==> config.mk <==
export PLATFORM = sky130hd
export DESIGN_NAME = phys_free_list
export DESIGN_NICKNAME = d
export VERILOG_FILES = /design/src/rtl/rv32i_types.sv /design/src/rtl/phys_free_list.sv
export SDC_FILE = /design/constraint.sdc
export NUM_CORES = 1
export LEC_CHECK = 0
export ABC_AREA = 1
export BUFFER_PORTS_ARGS = -buffer_cell sky130_fd_sc_hd__buf_4
export CELL_PAD_IN_SITES_DETAIL_PLACEMENT = 0
export CELL_PAD_IN_SITES_GLOBAL_PLACEMENT = 1
export CORE_MARGIN = 4
export CORE_UTILIZATION = 45
export CTS_BUF_LIST = sky130_fd_sc_hd__clkbuf_4
export CTS_CLUSTER_DIAMETER = 100
export DETAILED_ROUTE_END_ITERATION = 10
export HOLD_SLACK_MARGIN = 0.03
export PLACE_DENSITY_LB_ADDON = 0.1
export SETUP_SLACK_MARGIN = 0.02
export SYNTH_ARGS = -nofsm -noshare
export SYNTH_HDL_FRONTEND = slang
export SYNTH_SLANG_ARGS = --single-unit
==> constraint.sdc <==
create_clock -name clk -period 2.8 [get_ports clk]
set_input_delay 0.14 -clock clk [delete_from_list [all_inputs] [get_ports clk]]
set_output_delay 0.14 -clock clk [all_outputs]
set_load 0.005 [all_outputs]
==> src/rtl/rv32i_types.sv <==
// Shared types for the renamed pipeline: physical register file geometry and tag type.
package rv32i_types;

  localparam int NUM_PHYS = 64;
  localparam int NUM_ARCH = 32;

  typedef logic [5:0] ptag_t;

endpackage

==> src/rtl/phys_free_list.sv <==
// Circular free list of physical tags with speculative and architectural heads.
// Optional double-free / underflow checking is enabled by defining PHYS_FREE_LIST_CHECK_EN.
module phys_free_list
  import rv32i_types::*;
#(
  parameter int DEPTH = NUM_PHYS - NUM_ARCH,
  parameter int PTR_W = $clog2(DEPTH) + 1
) (
  input  logic             clk,
  input  logic             rst_n,
  input  logic             alloc_req,
  output logic             alloc_ready,
  output ptag_t            alloc_ptag,
  input  logic             commit_valid,
  input  logic             commit_has_dest,
  input  ptag_t            commit_old_ptag,
  input  logic             flush,
  output logic [PTR_W-1:0] free_count,
  output logic             err
);

  localparam int IDX_W = PTR_W - 1;

  logic [PTR_W-1:0] spec_head_reg, arch_head_reg, tail_reg;
  logic [PTR_W-1:0] spec_head_next, arch_head_next, tail_next;
  ptag_t            mem_reg [DEPTH];
  logic             alloc_fire, commit_fire;

  // Pointers carry a wrap bit, so tail - spec_head is the free count even when full.
  assign free_count  = tail_reg - spec_head_reg;
  assign alloc_ready = (free_count != '0);
  assign alloc_ptag  = mem_reg[spec_head_reg[IDX_W-1:0]];

  assign alloc_fire  = alloc_req && alloc_ready && !flush;
  assign commit_fire = commit_valid && commit_has_dest;

  always_comb begin
    arch_head_next = arch_head_reg + PTR_W'(commit_fire);
    tail_next      = tail_reg + PTR_W'(commit_fire);
    // Recovery lands on the architectural head after this cycle's commit.
    spec_head_next = flush ? arch_head_next : spec_head_reg + PTR_W'(alloc_fire);
  end

  always_ff @(posedge clk or negedge rst_n) begin
    if (!rst_n) begin
      spec_head_reg <= '0;
      arch_head_reg <= '0;
      tail_reg      <= PTR_W'(DEPTH);
      for (int i = 0; i < DEPTH; i++) begin
        mem_reg[i] <= ptag_t'(NUM_ARCH + i);
      end
    end else begin
      spec_head_reg <= spec_head_next;
      arch_head_reg <= arch_head_next;
      tail_reg      <= tail_next;
      if (commit_fire) begin
        mem_reg[tail_reg[IDX_W-1:0]] <= commit_old_ptag;
      end
    end
  end

`ifdef PHYS_FREE_LIST_CHECK_EN
  logic [NUM_PHYS-1:0] in_list_reg, in_list_next;
  logic                err_reg, err_next;
  logic [PTR_W-1:0]    restore_cnt, ptr_k;

  always_comb begin
    in_list_next = in_list_reg;
    restore_cnt  = tail_reg - spec_head_next;
    ptr_k        = '0;
    if (alloc_fire) begin
      in_list_next[alloc_ptag] = 1'b0;
    end
    // Entries from the restored head up to the old tail become free again.
    if (flush) begin
      for (int k = 0; k < DEPTH; k++) begin
        ptr_k = spec_head_next + PTR_W'(k);
        if (PTR_W'(k) < restore_cnt) begin
          in_list_next[mem_reg[ptr_k[IDX_W-1:0]]] = 1'b1;
        end
      end
    end
    if (commit_fire) begin
      in_list_next[commit_old_ptag] = 1'b1;
    end
    err_next = err_reg
             | (commit_fire && (commit_old_ptag == '0 || in_list_reg[commit_old_ptag]))
             | (alloc_req && !alloc_ready);
  end

  always_ff @(posedge clk or negedge rst_n) begin
    if (!rst_n) begin
      in_list_reg <= {{DEPTH{1'b1}}, {NUM_ARCH{1'b0}}};
      err_reg     <= 1'b0;
    end else begin
      in_list_reg <= in_list_next;
      err_reg     <= err_next;
    end
  end

  assign err = err_reg;
`else
  assign err = 1'b0;
`endif

endmodule

# After elaboration in Yosys (flattened, before gate mapping)
# Cells that the tools add are included.
[totals]
inputBits = 12
mem_count = 0
output_inout_bits = 14
romBits = 0
register_bits = 210
latch_bits = 0
ramBits = 0
[op_classes]
n_addsub = 4
n_eq_ne = 0
n_div = 0
multipliers = 0
n_bitwise = 2
reduce_logical = 6
mux = 7
order_cmp = 3
shift = 0
[ops]
columns = ["operator", "count"]
rows = [
  ["$bwmux 192", 1],
  ["$bmux 6 s5", 1],
  ["$demux 6 s5", 1],
  ["$mux 6", 4],
  ["$add 6x1->6", 3],
  ["$ge 6x6->1 const B", 2],
  ["$not 5->6", 2],
  ["$lt 6x1->1 const B", 1],
  ["$reduce_bool 6->1", 1],
  ["$sub 6x6->6", 1],
  ["$logic_and 1x1->1", 4],
  ["$logic_not 1->1", 1],
]

# Depth between registers and ports, before layout
# Gate-level depths: netlist of the first run.
[logic_depth]
ltp_word = 6
mapped_depth = 16

# Worst setup path before layout of the first run
# No wires, ideal clock.
[synth_timing]
path_kind = "reg-to-reg"
startpoint = "register spec_head_reg[1]"
endpoint = "register spec_head_reg[4]"
path_stages_with_launch = 15
setup_slack_ns = -0.037
t_required_ns = 2.723
synth_period_minus_slack_ns = 2.837
n_path_buf = 2
arrival_time_ns = 2.760
cell_sequence = "dfrtp_1 > buf_2 > clkinv_1 > clkbuf_1 > fa_1 > or2_2 > nor2_1 > nand3_1 > nor2_1 > a21oi_1 > ha_1 > ha_1 > nand3_1 > a21oi_1 > a21oi_1"
[synth_between]
elab_chain_cells = 6
[synth_lines]
columns = ["item", "line", "text"]
rows = [
  ["start: declaration", "phys_free_list.sv:24", "logic [PTR_W-1:0] spec_head_reg, arch_head_reg, tail_reg;"],
  ["start signal: assignment", "phys_free_list.sv:53", "spec_head_reg <= spec_head_next;"],
  ["$sub 6x6->6", "phys_free_list.sv:30", "assign free_count = tail_reg - spec_head_reg;"],
  ["via free_count[1]", "phys_free_list.sv:18", "output logic [PTR_W-1:0] free_count,"],
  ["$reduce_bool 6->1", "phys_free_list.sv:31", "assign alloc_ready = (free_count != '0);"],
  ["$logic_and 1x1->1 (2 in series)", "phys_free_list.sv:34", "assign alloc_fire = alloc_req && alloc_ready && !flush;"],
  ["$add 6x1->6", "phys_free_list.sv:41", "spec_head_next = flush ? arch_head_next : spec_head_reg + PTR_W'(alloc_fire);"],
  ["$mux 6", "phys_free_list.sv:41", ""],
  ["via spec_head_next[4]", "phys_free_list.sv:25", "logic [PTR_W-1:0] spec_head_next, arch_head_next, tail_next;"],
]
# The timed path passes the listed nets, and every way through them passes these cells.
# A chain may end at the register's enable or synchronous reset.

# Worst setup path in the final report of the first run
[layout_timing]
startpoint = "register spec_head_reg[2]"
endpoint = "output port alloc_ptag[5]"
[layout_between]
elab_chain_cells = 4
[layout_lines]
columns = ["item", "line", "text"]
rows = [
  ["$not 5->6 (implied by the code)", "phys_free_list.sv:32", "assign alloc_ptag = mem_reg[spec_head_reg[IDX_W-1:0]];"],
  ["$bmux 6 s5", "phys_free_list.sv:32", ""],
  ["$mux 6 (implied by the code) (2 in series)", "phys_free_list.sv:32", ""],
  ["end: declaration", "phys_free_list.sv:13", "output ptag_t alloc_ptag,"],
]
# No other way between the ends. The select of a mux whose other input is x is not followed.

==> results of run 1 <==
## critical path, cell delays in order, from the launching register on
cell and delay (ns):
dfrtp_2 0.46, inv_4 0.13, buf_12 0.17, nor2_1 0.08, buf_4 0.21, a21oi_1 0.24, nand3_1 0.15, nand3_1 0.19
nand2_1 0.10, buf_4 0.15
## cells by family after synthesis
kind of cell | synth area share
flip-flops | 0.525
XOR/XNOR | 0.00766
AND/OR/NAND/NOR | 0.276
AO/OA/AOI/OAI | 0.121
adder cells (fa/ha/maj) | 0.0153
buffers and inverters | 0.0556
other | 0.000364
## final timing paths
path | start | slack, ns | to | cells after the start
setup / recovery | spec_head_reg[2]$_DFF_PN0_ | 0.12 | alloc_ptag[5] | 9
hold / removal | commit_has_dest | 0.19 | tail_reg[0]$_DFF_PN0_ | 4
setup reg to reg | spec_head_reg[0]$_DFF_PN0_ | 0.24 | spec_head_reg[4]$_DFF_PN0_ | 13
hold reg to reg | arch_head_reg[5]$_DFF_PN0_ | 0.47 | arch_head_reg[5]$_DFF_PN0_ | 1
max in group asynchronous | rst_n | 2.07 | mem_reg[156]$_DFFE_PN1P_ | 3
min in group asynchronous | rst_n | 0.21 | mem_reg[41]$_DFFE_PN1P_ | 2
## stage by stage
step	cells	hold slack [ns]	worst slack [ns]	util
finish	1640	0.185	0.123	0.521
global route	1640	0.184	0.0395	0.521
CTS	1636	0.131	0.0251	0.517
detailed placement	1515	0.147	0.0269	0.472
global placement	1515	0.148	0.116	0.472
floorplan	1262	-0.156	0.0340	-
## layout make-up
| class | count | area, µm² |
|---|---|---|
| antenna | 1 | 2.50 |
| clock buffer | 97 | 728 |
| clock inverter | 11 | 70.1 |
| fill | 2273 | 10800 |
| inverter | 34 | 138 |
| multi-input combinational | 931 | 4350 |
| sequential | 210 | 5400 |
| tap | 285 | 357 |
| timing repair buffer | 71 | 718 |
## cell usage after synthesis (all sizes together)
cell type / number
conb: 1
nand2: 538
buf: 49
dfstp: 113
dfrtp: 97
nor2: 16
fa: 1
clkinv: 3
o21ai: 193
inv: 31
clkbuf: 38
nand3: 116
xor2: 8
nand4: 3
xnor2: 1
or2: 2
ha: 11
nor3: 11
a21oi: 29
a31oi: 1
## where the power goes
part / total [W] / switching, W / leakage, nW / internal, W
registers: 0.00511 / 0.000593 / 2.45 / 0.00451
clock network: 0.00295 / 0.00131 / 0.481 / 0.00164
logic: 0.00566 / 0.00350 / 2.36 / 0.00215
## placed cells by master (no fill, tap or decap), drive strengths merged, types with 2 or more instances in the layout
master,instances
nand2,538
o21ai,193
nand3,116
dfstp,113
clkbuf,100
dfrtp,97
buf,59
inv,31
a21oi,29
nor2,16
clkinv,13
ha,11
nor3,11
dlygate4sd3,9
xor2,8
nand4,3
or2,2
## repair_timing
action,4_1_cts,5_1_grt
hold buffers,10,0
endpoints found under the hold margin,195,0
setup endpoints to repair,7,10
cloned,1,2
resized for setup,17,15
setup buffers,2,1
pin swaps,4,3
## layer usage
| layer | GRT usage | wire [µm] |
|---|---|---|
| met5 | 0 | 0 |
| met4 | 0.0643 | 610 |
| met3 | 0.0419 | 1660 |
| met2 | 0.347 | 13000 |
| met1 | 0.337 | 14200 |
==> results.ini, run 1 <==
[yosys]
synth.distinct_cells=27
ys_seq_area_frac=0.525
synth_top_cell_by_area=dfstp_2
syn_nets=1286
syn_area_per_cell_um2=8.15
synthTopCellsByArea=dfstp_2, dfrtp_1, nand2_1, o21ai_1, nand3_1
netlist_area_um2=10300
synth_cells=1262
yosys_warnings=0
ys_ff_latch=210
netlist.area_leader.share=0.289

[floorplan]
die_x_um=159
core-area_um2=22600
start_util=0.456
num_rows=55
die_h_um=159
dieArea_um2=25300
pin_count=26

[clock_tree]
clk_pin_slew_ns=0.06
cts_tree=yes
cts_sinks=210
numCtsBuffers=58
clk_latency_ns=0.70
clock-root-buffer=clkbuf_4
cts.path.max_buffers=3
htree_num_levels=2

[grt]
grt_max_degree=64
grt_pass1_vias=8292
grt-ovfl-total=0
grt_usage=0.228
grt_pass1_wl_um=46400
antenna_found_initial=1

[drt]
drc=0
first_iter_violations=503
routedWlPerCell_um=17.9
first_pass_iters=5
dr_total_vias=8493
avgViaCountPerCell=5.18
drtAntennaViolNets=0
wl_um=29400

[run_status]
status=finished clean

[sta]
tightest_slew_ns=0.672
setup_tns_ns=0
finalSetupViolations=0
clock_skew_ns=0.0372
final-max-slew-violation-count=0
rsz0062_at_grt=no
slew_headroom=0.551
timing.final.crit_share=0.956
timing.fmax_mhz=374
finalCriticalPeriod_ns=2.68
finalHoldViolations=0

[worst_setup_path]
end_kind=output pin
worst_ep_arrival_time_ns=2.54
start_kind=flop
worstSetupPathType=flop to output pin
cp_max_fo=13
critPathRequiredTime_ns=2.66

[flow_run]
cap_violations=0

[pwr]
p_per_area_nw_per_um2=1170
ir_drop_v=0.000426
finalPower_w=0.0137
leakagePower_nw=5.29

[place]
gp_congestion=0.804
postPlaceCellArea_um2=10600
place.port_buffers=24
dpl.hpwl_um=17600

[cells_and_area]
fin_nets=1330
area_delta_synth_final_pct=14.4
largest_reg_flops=192
drive_gt1_frac=0.250
fin_area_um2=11800

[hold_path]
worstHoldPathType=input port to flop

No activity file was read; power rests on OpenSTA's default activity.
==> run 2: changes to the inputs <==
--- a/config.mk
+++ b/config.mk
@@ -10,10 +10,11 @@
 export CELL_PAD_IN_SITES_DETAIL_PLACEMENT = 0
 export CELL_PAD_IN_SITES_GLOBAL_PLACEMENT = 1
 export CORE_MARGIN = 4
-export CORE_UTILIZATION = 45
+export CORE_UTILIZATION = 53
 export CTS_BUF_LIST = sky130_fd_sc_hd__clkbuf_4
 export CTS_CLUSTER_DIAMETER = 100
 export DETAILED_ROUTE_END_ITERATION = 10
+export GPL_TIMING_DRIVEN = 0
 export HOLD_SLACK_MARGIN = 0.03
 export PLACE_DENSITY_LB_ADDON = 0.1
 export SETUP_SLACK_MARGIN = 0.02
==> constraint.sdc (replaced) <==
create_clock -name clk -period 3.35 [get_ports clk]
set_input_delay 0.1675 -clock clk [delete_from_list [all_inputs] [get_ports clk]]
set_output_delay 0.1675 -clock clk [all_outputs]
set_load 0.005 [all_outputs]
==> results.ini, run 2 (same netlist as run 1, synthesis figures left out) <==
[worst_setup_path]
slowest_stage=clkbuf_1
critical_path.cell_chain=buf_2 > buf_4 > clkbuf_1 > nand2_1 > nand3_1 > nand3_1 > nand3_1 > nand3_1 > nand2_1 > buf_4
crit_buf_inv=4
crit_top_cell=nand3_1
end_kind=output pin
critPathRequiredTime_ns=3.18
start_kind=flop
worst_ep_arrival_time_ns=3.02
critPathMaxStageDelay_ns=0.51
path_delay_family=buffers and inverters
cp_max_fo=10
worstSetupPathType=flop to output pin

[sta]
rsz0062_at_grt=yes
slew_headroom=0.409
finalSetupViolations=0
finalHoldViolations=0
timing.final.crit_share=0.952
final-max-slew-violation-count=0
clock_skew_ns=0.0547
worst_slack_ns=0.160
tightest_slew_ns=0.887
finalCriticalPeriod_ns=3.19
timing.fmax_mhz=313

[cells_and_area]
area_delta_synth_final_pct=14.0
fin_area_um2=11700
instances_no_fill=1663
mostFrequentLayoutCells=nand2_1, o21ai_1, nand3_1
final_common_cell=nand2_1
fin_nets=1378
drive_gt1_frac=0.242
largest_reg_flops=192

[pwr]
p_per_area_nw_per_um2=954
leakagePower_nw=5.28
finalPower_w=0.0112
ir_drop_v=0.000481

[grt]
grt_usage=0.275
antenna_found_initial=1
grt_pass1_wl_um=46100
grt_pass1_vias=8446
grt_max_degree=108
grt-ovfl-total=0

[drt]
drc=0
dr_total_vias=8817
routedWlPerCell_um=17.7
first_pass_iters=6
drtAntennaViolNets=0
wl_um=29400
avgViaCountPerCell=5.30
first_iter_violations=754

[clock_tree]
clock-root-buffer=clkbuf_4
clk_pin_slew_ns=0.06
post-cts-setup-buffer-count=0
clk_latency_ns=0.72
numCtsBuffers=57
cts_tree=yes
cts_sinks=210
cts.path.max_buffers=3
htree_num_levels=2

[floorplan]
die_h_um=147
dieArea_um2=21700
pin_count=26
die_x_um=147
start_util=0.545
core-area_um2=18900
num_rows=50

[place]
dpl.hpwl_um=20300
gp_congestion=0.872
placedCellCount=1547
postPlaceCellArea_um2=10800
pre_cts_ws_ns=-0.184
place.port_buffers=24

[run_status]
status=finished clean

[flow_run]
cap_violations=0

[hold_path]
worstHoldPathType=input port to asynchronous set/reset pin

-- run 2: stage by stage --
stage / utilization / hold slack [ns] / setup TNS, ns
2_1_floorplan: - / -0.128 / 0
3_3_place_gp: 0.571 / 0.429 / -0.515
3_5_place_dp: 0.573 / 0.275 / -0.521
4_1_cts: 0.621 / 0.126 / 0
5_1_grt: 0.621 / 0.184 / 0
6_report: 0.621 / 0.148 / 0
-- run 2: repair_timing --
| action | 4_1_cts | 5_1_grt |
|---|---|---|
| cloned | 0 | 0 |
| hold endpoints to repair | 124 | 0 |
| gates resized for setup | 4 | 4 |
| hold buffers | 9 | 0 |
| setup endpoints to repair | 7 | 2 |
-- run 2: worst paths after layout --
kind | start | end | slack (ns) | depth (start not counted)
worst max-delay path | spec_head_reg[0]$_DFF_PN0_ | alloc_ptag[4] | 0.16 | 10
worst max register to register | spec_head_reg[1]$_DFF_PN0_ | spec_head_reg[4]$_DFF_PN0_ | 0.33 | 14
worst min register to register | arch_head_reg[5]$_DFF_PN0_ | arch_head_reg[5]$_DFF_PN0_ | 0.46 | 1
max in group asynchronous | rst_n | mem_reg[131]$_DFFE_PN1P_ | 2.23 | 3
min in group clk | commit_has_dest | tail_reg[0]$_DFF_PN0_ | 0.15 | 4
worst min-delay path | rst_n | mem_reg[44]$_DFFE_PN0P_ | 0.15 | 2
-- run 2: routing by layer --
layer  vias up  GRT usage  wire (µm)
met5         -          0          0
met3        66     0.0521       2040
li1       4331          -          -
met1      4153      0.385      13100
met4         0     0.0974        814
met2       267      0.432      13500
-- run 2: power by group --
part	total (W)	switching (W)	internal, W
logic	0.00437	0.00282	0.00156
registers	0.00434	0.000569	0.00377
clock network	0.00248	0.00109	0.00138
total	0.0112	0.00448	0.00671
-- run 2: final cells by class --
| cell class | count | area (µm²) |
|---|---|---|
| Timing Repair Buffer | 34 | 305 |
| Tap cell | 260 | 325 |
| Clock inverter | 9 | 65.1 |
| Clock buffer | 98 | 736 |
| Sequential cell | 210 | 5400 |
| Antenna cell | 1 | 2.50 |
| Buffer | 86 | 448 |
| Inverter | 34 | 133 |
| Multi-Input combinational cell | 931 | 4320 |
| Fill cell | 1791 | 7160 |
